$ cat config.mk
export PLATFORM = sky130hd
export DESIGN_NAME = half_adder
export DESIGN_NICKNAME = d
export VERILOG_FILES = /design/src/rtl/half_adder_pkg.sv /design/src/rtl/half_adder_cell.sv /design/src/rtl/half_adder.sv
export SDC_FILE = /design/constraint.sdc
export NUM_CORES = 1
export LEC_CHECK = 0
export CAP_MARGIN = 20
export CORE_MARGIN = 5
export CORE_UTILIZATION = 47
export CTS_CLUSTER_SIZE = 14
export DETAILED_ROUTE_END_ITERATION = 16
export GPL_TIMING_DRIVEN = 0
export PLACE_DENSITY = 0.78
export SLEW_MARGIN = 0
export SYNTH_ARGS = -nofsm -noshare
export SYNTH_HDL_FRONTEND = slang
export SYNTH_HIERARCHICAL = 1
export SYNTH_SLANG_ARGS = --single-unit
export TNS_END_PERCENT = 5
$ cat constraint.sdc
create_clock -name Clk -period 1.8 [get_ports Clk]
set_input_delay 0.36 -clock Clk [delete_from_list [all_inputs] [get_ports Clk]]
set_output_delay 0.36 -clock Clk [all_outputs]
set_load 0.005 [all_outputs]
$ cat src/rtl/half_adder_pkg.sv
// Shared defaults and constants for the half_adder block and its lane cell.
package half_adder_pkg;

  localparam int unsigned LANES_DEF = 1;
  localparam int unsigned CNT_W_DEF = 16;

  // Wide enough for any legal counter width; callers slice the low CNT_W bits.
  localparam logic [31:0] CNT_SAT_ALL = '1;

endpackage : half_adder_pkg

$ cat src/rtl/half_adder_cell.sv
// One combinational 1-bit half-adder lane.
module half_adder_cell (
  input  logic Bit1,
  input  logic Bit2,
  output logic Sum,
  output logic Carry
);

  assign Sum   = Bit1 ^ Bit2;
  assign Carry = Bit1 & Bit2;

endmodule : half_adder_cell

$ cat src/rtl/half_adder.sv
// Multi-lane half adder with registered outputs, a valid flag and a
// saturating count of accepted inputs that carried in any lane.
module half_adder
  import half_adder_pkg::*;
#(
  parameter int unsigned LANES = LANES_DEF,
  parameter int unsigned CNT_W = CNT_W_DEF
) (
  input  logic             Clk,
  input  logic             Rst_n,
  input  logic [LANES-1:0] Bit1,
  input  logic [LANES-1:0] Bit2,
  input  logic             In_Valid,
  input  logic             Clear,
  output logic [LANES-1:0] Sum_Comb,
  output logic [LANES-1:0] Carry_Comb,
  output logic [LANES-1:0] Sum,
  output logic [LANES-1:0] Carry,
  output logic             Out_Valid,
  output logic [CNT_W-1:0] Carry_Count
);

  localparam logic [CNT_W-1:0] CNT_MAX = CNT_SAT_ALL[CNT_W-1:0];

  logic [LANES-1:0] sum_d,   sum_q;
  logic [LANES-1:0] carry_d, carry_q;
  logic             vld_d,   vld_q;
  logic [CNT_W-1:0] cnt_d,   cnt_q;

  for (genvar g = 0; g < LANES; g++) begin : g_lane
    half_adder_cell u_cell (
      .Bit1  (Bit1[g]),
      .Bit2  (Bit2[g]),
      .Sum   (Sum_Comb[g]),
      .Carry (Carry_Comb[g])
    );
  end

  always_comb begin
    sum_d   = sum_q;
    carry_d = carry_q;
    vld_d   = In_Valid;
    cnt_d   = cnt_q;
    if (In_Valid) begin
      sum_d   = Sum_Comb;
      carry_d = Carry_Comb;
    end
    // Clear wins over a same-edge increment; the count sticks at all-ones.
    if (Clear) begin
      cnt_d = '0;
    end else if (In_Valid && (|Carry_Comb) && (cnt_q != CNT_MAX)) begin
      cnt_d = cnt_q + 1'b1;
    end
  end

  always_ff @(posedge Clk or negedge Rst_n) begin
    if (!Rst_n) begin
      sum_q   <= '0;
      carry_q <= '0;
      vld_q   <= 1'b0;
      cnt_q   <= '0;
    end else begin
      sum_q   <= sum_d;
      carry_q <= carry_d;
      vld_q   <= vld_d;
      cnt_q   <= cnt_d;
    end
  end

  assign Sum         = sum_q;
  assign Carry       = carry_q;
  assign Out_Valid   = vld_q;
  assign Carry_Count = cnt_q;

endmodule : half_adder

==> impl_metrics.py, run 1 <==
metrics = {
    "outcome": {
        "outcome": "finished clean",
    },
    "clocking": {
        "hold_buffers": 0,
        "cts.sinks": 19,
        "cts_tree": "built",
        "root_buffer": "clkbuf_4",
        "clock_latency_ns": 0.30,
        "clk_path_buf_depth": 2,
        "clk_pin_slew_ns": 0.10,
        "cts_made_buffers": 3,
        "htree_levels": 1,
    },
    "synthesis": {
        "synth_edf_count": 0,
        "avgSynthCellArea_um2": 9.721,
        "synth.distinct_cells": 32,
        "synthesis.area_mm2": 0.001011,
        "ys_seq_area_share_pct": 47.03,
        "ys.flop_type": "dfrtp_1",
        "synth_fp_nets": 112,
        "async_flop_share_pct": 100.0,
        "ys_ff_latch": 19,
        "ys_warn_count": 6,
        "syn_inst": 104,
    },
    "sta": {
        "hold_violations": 0,
        "setup_slack_ns": 0.03015,
        "period_share_pct": 98.32,
        "fmax_mhz": 565.0,
        "relSlewSlack_pct": 43.36,
        "worst_clock_skew_ns": 0.01088,
        "setup_viol": 0,
        "period_needed_ns": 1.770,
        "drv_slew": 0,
        "worst_pin_slew_ns": 0.8469,
        "rsz0062_at_grt": "true",
    },
    "power": {
        "ir_drop_v": 0.0004932,
        "powerDensity_mw_per_mm2": 519.7,
        "combPwrFrac_pct": 8.6,
        "p_int_mw": 0.5495,
        "power_frac_clock_pct": 30.3,
        "p_seq_share_pct": 61.2,
        "fin_total_pwr_mw": 0.7191,
        "switching_share_pct": 23.59,
        "p_leak_nw": 0.4836,
        "switchingPower_mw": 0.1697,
    },
    "global_routing": {
        "grt_pass1_wl_um": 4002,
        "grt_max_degree": 20,
        "grt_overflow_total": 0,
        "grt_pass1_vias": 947,
        "grtUsageTotal_pct": 15.52,
        "antenna_found_initial": 0,
    },
    "die": {
        "ios": 27,
        "start_util_pct": 50.50,
        "die_width_um": 56.38,
        "dieArea_mm2": 0.003179,
        "chipHeight_um": 56.38,
        "num_rows": 16,
        "core_mm2": 0.002002,
    },
    "final_layout": {
        "drive_gt1_share_pct": 17.78,
        "regArea_um2": 478.0,
        "antenna_cells": 0,
        "stdcell_area_mm2": 0.001384,
        "mostFrequentLayoutCells": "clkdlybuf4s50_1, dfrtp_1, a21oi_1",
        "final_common_cell": "clkdlybuf4s50_1",
        "multiInputGateArea_um2": 550.5,
        "fillers": 176,
        "area_growth_syn_to_layout_pct": 36.88,
        "nNetsFinal": 144,
    },
    "routing": {
        "post_drt_wl_per_cell_um": 14.19,
        "highest-signal-layer": "met4",
        "ant_nets": 0,
        "drc": 0,
        "wl_met3_um": 134,
        "wl_met2_um": 1139,
        "routed_wl_um": 2298,
        "vias": 949,
        "viasPerCell": 5.858,
        "wl_met1_um": 1002,
        "dr.pass1.iters": 4,
        "drtIter0Drc": 11,
    },
    "setup_path": {
        "crit_type": "input port to flip-flop",
        "worstPathMaxFanout": 7,
        "startpoint_type": "input port",
        "end_kind": "flip-flop",
        "cp.arrival_ns": 1.99,
        "required_ns": 2.02,
    },
    "hold_path": {
        "hold_class": "input port to flip-flop",
    },
    "placement": {
        "dp_hpwl_um": 1696,
        "postPlaceCellArea_mm2": 0.001295,
        "portBuffers": 25,
        "place.gp.congestion": 0.8219,
        "post-place-ws_ns": -0.3709,
    },
    "run": {
        "max_cap_violations": 0,
    },
}
-- metrics by stage --
stage	hold slack, ns	TNS (ns)	util (%)	cells
2_1_floorplan	0.06441	0	-	104
3_3_place_gp	0.4950	-2.949	64.69	156
3_5_place_dp	0.5026	-3.273	64.69	156
4_1_cts	0.4334	0	66.13	160
5_1_grt	0.4802	-0.01955	69.13	162
6_report	0.4519	0	69.13	162
-- power groups by stage --
stage | Sequential, mW | Combinational (mW) | Clock, mW
final | 0.440 | 0.0617 | 0.218
after CTS | 0.439 | 0.0621 | 0.227
after detailed placement | 0.447 | 0.0635 | 0
after global placement | 0.447 | 0.0628 | 0
after global routing | 0.442 | 0.0692 | 0.239
after floorplan | 0.448 | 0.0168 | 0
-- area by class of cell --
type	count	share of cell area (%)
Buffer	3	0.9042
Clock buffer	3	1.627
Clock inverter	1	0.3617
Inverter	5	1.356
Multi-Input combinational cell	77	39.78
Sequential cell	19	34.54
Tap cell	27	2.441
Timing Repair Buffer	27	18.99
-- Yosys cell counts (2+ instances only) --
cell | count | area share, %
nand4_1 | 4 | 2.5
dfrtp_1 | 19 | 47
nor2_1 | 3 | 1.1
inv_1 | 5 | 1.9
nor3_1 | 2 | 0.99
nand3_1 | 5 | 2.5
nand2_1 | 7 | 2.6
o21ai_0 | 6 | 3.0
a21oi_1 | 12 | 5.9
clkbuf_1 | 2 | 0.74
o31ai_1 | 7 | 5.2
ha_1 | 2 | 2.5
or4_1 | 7 | 5.2
or3_1 | 4 | 2.5
a211oi_1 | 2 | 1.5
-- worst max-delay path, stage by stage --
cell and delay (ns):
clkdlybuf4s50_1 0.46, ha_2 0.20, and4_4 0.25, nand3_4 0.11
buf_4 0.15, or3_1 0.31, a21oi_1 0.15
-- flip-flops by register name, summed over array words and instances (netlist names) --
name	count
Out_Valid	1
Sum	1
Carry	1
Carry_Count	16
-- worst paths after layout --
check,start,to,slack (ns),cells past startpoint
setup / recovery,Bit1,Carry_Count[15],0.03,7
hold / removal,Clear,Carry_Count[4],0.45,2
setup reg to reg,Carry_Count[0],Carry_Count[1],0.10,6
hold reg to reg,Sum,Sum,0.53,1
max in group asynchronous,Rst_n,Carry_Count[8],0.70,1
min in group asynchronous,Rst_n,Carry_Count[11],0.52,1
-- kinds of logic after synthesis --
family / share of synthesized area (%)
AND/OR/NAND/NOR: 28.22
buffers and inverters: 3.094
adder cells (fa/ha/maj): 2.475
flip-flops: 47.03
AO/OA/AOI/OAI: 18.07
multiplexers: 1.114
-- per-layer routing --
metal	vias to the layer above	global-route usage, %
met3	4	3.440
met4	0	6.441
met2	29	26.54
li1	464	-
met5	-	0
met1	452	18.69
-- repair_timing --
item / in CTS / in global routing
pin swaps: 3 / 4
gates resized for setup: 4 / 11
setup buffers: 0 / 2
setup endpoints to repair: 6 / 9
(Power assumes the default switching activity.)
==> run 2: changes to the inputs <==
SLEW_MARGIN = not set   (was 0)
TNS_END_PERCENT = not set   (was 5)
==> impl_metrics.py, run 2 (synthesis gave the netlist of run 1 again) <==
metrics = {
    "outcome": {
        "outcome": "finished clean",
    },
    "sta": {
        "hold_violations": 0,
        "rsz0062_at_grt": "false",
        "worst_clock_skew_ns": 0.008790,
        "worst_pin_slew_ns": 0.8591,
        "setup_slack_ns": 0.1052,
        "whs_ns": 0.2981,
        "relSlewSlack_pct": 42.55,
        "period_share_pct": 94.16,
        "setup_viol": 0,
        "setup_tns_ns": 0,
        "period_needed_ns": 1.695,
        "drv_slew": 0,
        "fmax_mhz": 590.0,
    },
    "setup_path": {
        "crit_type": "flip-flop to flip-flop",
        "worstPathMaxFanout": 10,
        "end_kind": "flip-flop",
        "cp_cell_sequence": "ha_2, nand4_1, nor4_1, buf_2, or3b_2, a21oi_1",
        "max_stage_delay_ns": 0.47,
        "startpoint_type": "flip-flop",
        "cp.arrival_ns": 1.92,
        "required_ns": 2.02,
        "worst_path_max_delay_cell": "or3b_2",
    },
    "clocking": {
        "clk_path_buf_depth": 2,
        "clk_pin_slew_ns": 0.11,
        "cts_made_buffers": 3,
        "cts.sinks": 19,
        "root_buffer": "clkbuf_4",
        "hold_buffers": 0,
        "cts_tree": "built",
        "htree_levels": 1,
        "clock_latency_ns": 0.30,
    },
    "final_layout": {
        "drive_gt1_share_pct": 18.25,
        "antenna_cells": 0,
        "final_common_cell": "clkdlybuf4s50_1",
        "nNetsFinal": 146,
        "area_growth_syn_to_layout_pct": 38.74,
        "mostFrequentLayoutCells": "clkdlybuf4s50_1, dfrtp_1, a21oi_1",
        "largest_reg_flops": 16,
        "stdcell_area_mm2": 0.001403,
    },
    "placement": {
        "dp_hpwl_um": 1696,
        "portBuffers": 25,
        "post-place-ws_ns": -0.3709,
        "postPlaceCellArea_mm2": 0.001295,
        "place.gp.congestion": 0.8219,
    },
    "power": {
        "fin_total_pwr_mw": 0.7236,
        "p_leak_nw": 0.5228,
        "powerDensity_mw_per_mm2": 515.9,
        "ir_drop_v": 0.0004947,
    },
    "die": {
        "die_width_um": 56.38,
        "core_mm2": 0.002002,
        "chipHeight_um": 56.38,
        "ios": 27,
        "num_rows": 16,
        "dieArea_mm2": 0.003179,
        "start_util_pct": 50.50,
    },
    "routing": {
        "routed_wl_um": 2359,
        "post_drt_wl_per_cell_um": 14.38,
        "vias": 963,
        "drc": 0,
        "dr.pass1.iters": 4,
        "drtIter0Drc": 13,
        "ant_nets": 0,
        "viasPerCell": 5.872,
    },
    "global_routing": {
        "grt_pass1_vias": 962,
        "antenna_found_initial": 0,
        "grtUsageTotal_pct": 15.76,
        "grt_overflow_total": 0,
        "grt_pass1_wl_um": 4064,
        "grt_max_degree": 20,
    },
    "run": {
        "max_cap_violations": 0,
    },
    "hold_path": {
        "hold_class": "input port to flip-flop",
    },
}
## run 2: cell types whose count changed in the layout (fill, tap and decap cells not counted), sizes merged
cell,delta
clkdlybuf4s50,-3
dlymetal6s2s,+3
buf,+2
## run 2: worst paths after layout
| kind | start | endpoint | slack [ns] | depth (start not counted) |
|---|---|---|---|---|
| min in group asynchronous | Rst_n | Carry_Count[11] | 0.53 | 1 |
| worst min register to register | Sum | Sum | 0.53 | 1 |
| max in group asynchronous | Rst_n | Carry_Count[8] | 0.69 | 1 |
| worst min-delay path | In_Valid | Out_Valid | 0.30 | 1 |
| worst max register to register | Carry_Count[0] | Carry_Count[1] | 0.11 | 6 |
| worst max-delay path | Carry_Count[0] | Carry_Count[1] | 0.11 | 6 |
## run 2: through the flow
| step | cells | util, % |
|---|---|---|
| floorplan | 104 | - |
| global placement | 156 | 64.69 |
| detailed placement | 156 | 64.69 |
| CTS | 161 | 66.50 |
| global route | 164 | 70.06 |
| finish | 164 | 70.06 |
## run 2: report_power, final
group / switching (mW) / leakage [nW] / internal, mW
Sequential: 0.00497 / 0.256 / 0.434
Clock: 0.134 / 0.0177 / 0.0829
Combinational: 0.0318 / 0.249 / 0.0354
Total: 0.171 / 0.523 / 0.552
## run 2: worst max-delay path, delay by kind of cell, from the launching register on
| family | cells | cell delay [ns] |
|---|---|---|
| AO/OA/AOI/OAI | 1 | 0.14 |
| buffers and inverters | 1 | 0.18 |
| adder cells (fa/ha/maj) | 1 | 0.23 |
| AND/OR/NAND/NOR | 3 | 0.62 |
| flip-flops | 1 | 0.44 |
## run 2: metal layers
metal	wire length, um	global-route usage [%]	up-vias
li1	-	-	469
met1	1025	18.83	469
met2	1192	27.21	21
met3	117	3.440	4
met4	24	6.441	0
met5	0	0	-
## run 2: final cells by class
| class | count | area (um^2) |
|---|---|---|
| clock inverters | 1 | 5.005 |
| clock buffers | 3 | 22.52 |
| inverters | 5 | 18.77 |
| flip-flops and latches | 19 | 478.0 |
| repair buffers | 29 | 285.3 |
| multi-input cells | 77 | 546.8 |
| well taps | 27 | 33.78 |
| plain buffers | 3 | 12.51 |
| fillers | 171 | 599.3 |
## run 2: repair_timing
item / CTS / global route
pin swaps: 2 / 6
gates resized for setup: 4 / 13
buffers inserted: 1 / 3
setup endpoints to repair: 6 / 9
==> edit 1 (flow settings as in run 2) <==
Put one more register stage on the output `Out_Valid`, without a reset. The value now appears one clock later. The other outputs are not delayed to match.
--- a/src/rtl/half_adder.sv
+++ b/src/rtl/half_adder.sv
@@ -69,7 +69,9 @@
 
   assign Sum         = sum_q;
   assign Carry       = carry_q;
-  assign Out_Valid   = vld_q;
+  always_ff @(posedge Clk) begin
+    Out_Valid <= vld_q;
+  end
   assign Carry_Count = cnt_q;
 
 endmodule : half_adder
Check against the original RTL: not equivalent (a bounded check fails within 4 cycles, from zero or initial values and one cycle with Rst_n low).
==> edit 1 against run 2 <==
  * Sequential share of layout area grew 0.74 points
  * Worst setup slack worse by 41 ps
  * Design area up 2.2%
  * Power up 9.3%
  * Wire length rose by 6.0%
  * Cell count is 0.61% higher
  * Sequential cell count grew 1
  * Area after synthesis up 2.0%
  * Via count grew 3.6%
==> edit 1: results (changes against run 2) <==
* Layout fillers at 190 (was 171)
* Synth unique cells at 33 (was 32)
* Gpl congestion at 0.786 (was 0.822)
* Max reg flops at 16 (unchanged)
* Ranking of synthesized cells by area: dfrtp_1 (46%), a21oi_1 (5.8%), o31ai_1 (5.1%) (was dfrtp_1 (47%), a21oi_1 (5.9%), o31ai_1 (5.2%))
* Syn nets at 113 (was 112)
* Dominant synthesized flop cell: dfrtp_1 (unchanged)
* GRT Total Usage at 17.3% (was 15.8%)
* Vias/cell at 6.05 (was 5.87)
* Switching Power at 174 µW (was 171 µW)
* Max VDD drop at 0.000369 V (was 0.000495 V)
* Vias in the first global route at 1016 (was 962)
* Ratio of cells with drive above 1 in the final layout at 19.7% (was 18.2%)
* First-pass GRT wire length at 4420 µm (was 4060 µm)
* Initial antenna violation count at 0 (unchanged)
* Number of diodes at 0 (unchanged)
* Critical path origin: Carry_Count[0]$_DFFE_PN0P_ (unchanged)
* Critical Path Sink: Carry_Count[1]$_DFFE_PN0P_ (unchanged)
* Cells on worst reg2reg path at 6 (unchanged)
* Post-synth ARST share at 95.0% (was 100%)
* Pre-antenna DRT Iters at 4 (unchanged)
* Max Clock Skew at 4.10 ps (was 8.79 ps)
* Slew margin rel. at 41.2% (was 42.5%)
* R2r setup slk at 60 ps (was 110 ps)
* Sequential area share after synthesis at 48.1% (was 47.0%)
* Post-DP HPWL at 1780 µm (was 1700 µm)
* Total wire length at 2500 µm (was 2360 µm)
* Leak pwr at 0.000529 µW (was 0.000523 µW)
* Critical Path AT at 1960 ps (was 1920 ps)
* DRT iter0 DRCs at 8 (was 13)
* Status: completed (unchanged)
==> edit 1: cell types whose count changed after synthesis, sizes merged <==
cell / before / now
dfxtp: 0 / 1
==> edit 1: cell type report <==
type / instances / area (µm²) / area share [%]
inverter: 5 / 18.8 / 1.31
multi-input combinational: 77 / 554 / 38.7
tap: 28 / 35.0 / 2.44
timing repair buffer: 28 / 278 / 19.4
clock buffer: 4 / 36.3 / 2.53
sequential: 20 / 499 / 34.8
buffer: 3 / 12.5 / 0.873
==> edit 1: repair_timing <==
action / CTS / global route
buffers inserted: 2 / 1
resized for setup: 7 / 12
gates cloned: 0 / 0
pin swaps: 5 / 6
endpoints found under the setup margin: 7 / 12
==> edit 1: how the worst min path moves through the flow <==
stage,start,end,slack (ps)
floorplan,Rst_n,Carry$_DFFE_PN0P_,60
global route,In_Valid,vld_q$_DFF_PN0_,300
global placement,vld_q$_DFF_PN0_,Out_Valid$_DFF_P_,330
CTS,vld_q$_DFF_PN0_,Out_Valid$_DFF_P_,370
detailed placement,vld_q$_DFF_PN0_,Out_Valid$_DFF_P_,340
finish,In_Valid,vld_q$_DFF_PN0_,290
==> edit 1: metal layers <==
layer	vias up	wire length [µm]	global-route usage (%)
met5	-	0	0
met2	21	1300	29.9
met4	0	35	6.95
li1	468	-	-
met1	505	1050	20.9
met3	4	111	3.22
==> edit 1: cells by family after synthesis <==
logic type | Yosys count | share of synthesized area, %
AND/OR/NAND/NOR | 44 | 27.7
AO/OA/AOI/OAI | 30 | 17.7
flip-flops | 20 | 48.1
buffers and inverters | 8 | 3.03
adder cells (fa/ha/maj) | 2 | 2.43
multiplexers | 1 | 1.09
==> edit 1: power by group through the flow <==
stage	logic (µW)	clock network, µW	registers (µW)
after global placement	62.8	0	471
after CTS	63.9	266	463
after global routing	75.1	290	464
final	66.9	261	463
after detailed placement	63.5	0	471
after floorplan	16.8	0	471
==> edit 1: stage by stage <==
step	area (µm²)	setup TNS [ps]	std cells	setup slack, ps	power [µW]
2_1_floorplan	1030	0	105	194	488
3_3_place_gp	1320	-2950	158	-336	533
3_5_place_dp	1320	-3250	158	-366	535
4_1_cts	1380	0	164	4.00	792
5_1_grt	1430	0	165	3.94	829
6_report	1430	0	165	64.0	791
==> edit 1: worst register-to-register path: stages (launching register included) <==
cell and delay [ps]:
dfrtp_2 440, ha_2 210, nand4_1 130, nor4_2 60
buf_2 180, or3b_2 480, a21oi_1 150
==> edit 2 (settings of run 2) <==
Without the edit above. The package constant `CNT_W_DEF` goes from 16 to 32.
--- a/src/rtl/half_adder_pkg.sv
+++ b/src/rtl/half_adder_pkg.sv
@@ -2,7 +2,7 @@
 package half_adder_pkg;
 
   localparam int unsigned LANES_DEF = 1;
-  localparam int unsigned CNT_W_DEF = 16;
+  localparam int unsigned CNT_W_DEF = 32;
 
   // Wide enough for any legal counter width; callers slice the low CNT_W bits.
   localparam logic [31:0] CNT_SAT_ALL = '1;
Ports: changed (resized Carry_Count); port bits go from 27 to 43. The function was not compared with the original's and may differ.
==> edit 2 against run 2 <==
  * The flow now finishes with violations (setup timing)
  * Fmax shrank 23%
  * First-iteration DRC count grew to 12 times the old value
  * Critical path type unchanged
  * Design area grew 110%
  * Cell count grew 99%
  * Wire length grew 150%
  * Area after synthesis grew 81%
  * Count of clock-buffer cells in the layout grew 3
  * Worst setup slack lost 520 ps
  * Highest routed layer unchanged
  * Power grew 96%
  * Via count grew 95%
  * Sequential cell count grew 16
  * Largest cell class unchanged
  * Global-route usage grew 6.7 points
==> edit 2: results (changes against run 2) <==
* Leak pwr at 0.00126 µW (was 0.000523 µW)
* Status: finished, violations left (was completed)
* Critical Path AT at 2390 ps (was 1920 ps)
* Port bufs at 42 (was 25)
* XOR/XNOR Fraction of Synth Area at 12.4% (was 0%)
* Synth unique cells at 33 (was 32)
* Post-DP HPWL at 3050 µm (was 1700 µm)
* Max VDD drop at 0.000462 V (was 0.000495 V)
* Setup slack after layout at -412 ps (was 105 ps)
* Launch point of the worst reg-to-reg path: Carry_Count[10]$_DFFE_PN0P_ (was Carry_Count[0]$_DFFE_PN0P_)
* Failing checks: setup timing
* Max reg flops at 32 (was 16)
* Top fanout value on the critical path at 8 (was 10)
* CP max stage cell: or4_4 (was or3b_2)
* Mux cell area share after synthesis at 0.616% (was 1.11%)
* GRT Total Usage at 22.5% (was 15.8%)
* Setup violators final at 31 (was 0)
* DRT iter0 DRCs at 158 (was 13)
* Largest net degree at the start of global routing at 36 (was 20)
* Htree depth at 2 (was 1)
* Ranking of synthesized cells by area: dfrtp_1 (48%), xor2_1 (6.7%), nor2_1 (5.7%) (was dfrtp_1 (47%), a21oi_1 (5.9%), o31ai_1 (5.2%))
* Max Clock Skew at 5.99 ps (was 8.79 ps)
* Synth Area in Adders at 1.37% (was 2.48%)
* Total wire length at 5870 µm (was 2360 µm)
* Worst min path class: primary input to asynchronous set/reset pin (was primary input to flip-flop)
* Layout fillers at 230 (was 171)
* Vias in the first global route at 1905 (was 962)
* Pin slew with the least headroom to its limit at 799 ps (was 859 ps)
* Reg clk slew, reported paths at 70 ps (was 110 ps)
edit 2: cell types whose count changed in the layout (fill, tap and decap cells not counted), moves of 6 or more:
cell             delta
xnor2_1            +12
nand4_1             +9
dfrtp_2             +7
clkdlybuf4s50_1    +14
buf_6               +6
a21oi_1             -7
dfrtp_1             +9
xor2_1             +14
nor2_1             +23
o31ai_1             -7
clkbuf_8            +6
nand2_1            +10
buf_4              +31
edit 2: final cells by class:
type	count	area share [%]
Inverter	4	0.513
Buffer	5	1.37
Clock buffer	6	2.48
Multi-Input combinational cell	146	37.7
Sequential cell	35	30.3
Timing Repair Buffer	83	25.6
Tap cell	48	2.05
edit 2: what timing repair did:
| item | CTS | global route |
|---|---|---|
| hold endpoints to repair | 0 | 0 |
| setup buffers | 32 | 9 |
| setup endpoints to repair | 30 | 32 |
| pin swaps | 14 | 10 |
| resized for setup | 40 | 21 |
| hold buffers | 0 | 0 |
edit 2: through the flow:
step                worst slack [ps]  utilization, %  hold slack, ps  cells  TNS (ps)
floorplan                       -296               -            64.4    191     -1110
global placement                -814            62.6             492    281    -27720
detailed placement              -818            62.5             485    281    -15390
CTS                             -351            74.8             176    319     -2050
global route                    -477            78.8             227    327     -7310
finish                          -412            78.8             156    327     -4780
edit 2: routing by layer:
layer | up-vias | GRT usage [%] | wire length, µm
li1 | 851 | - | -
met1 | 915 | 27.2 | 2360
met2 | 82 | 37.8 | 2920
met3 | 27 | 5.12 | 360
met4 | 0 | 10.5 | 236
met5 | - | 0 | 0
edit 2: where the power goes:
part	internal, µW	leakage [µW]	switching, µW	total [µW]
registers	795	0.000468	5.35	800
logic	40.8	0.000750	50.8	91.6
clock network	258	0.0000371	271	529
total	1090	0.00126	327	1420
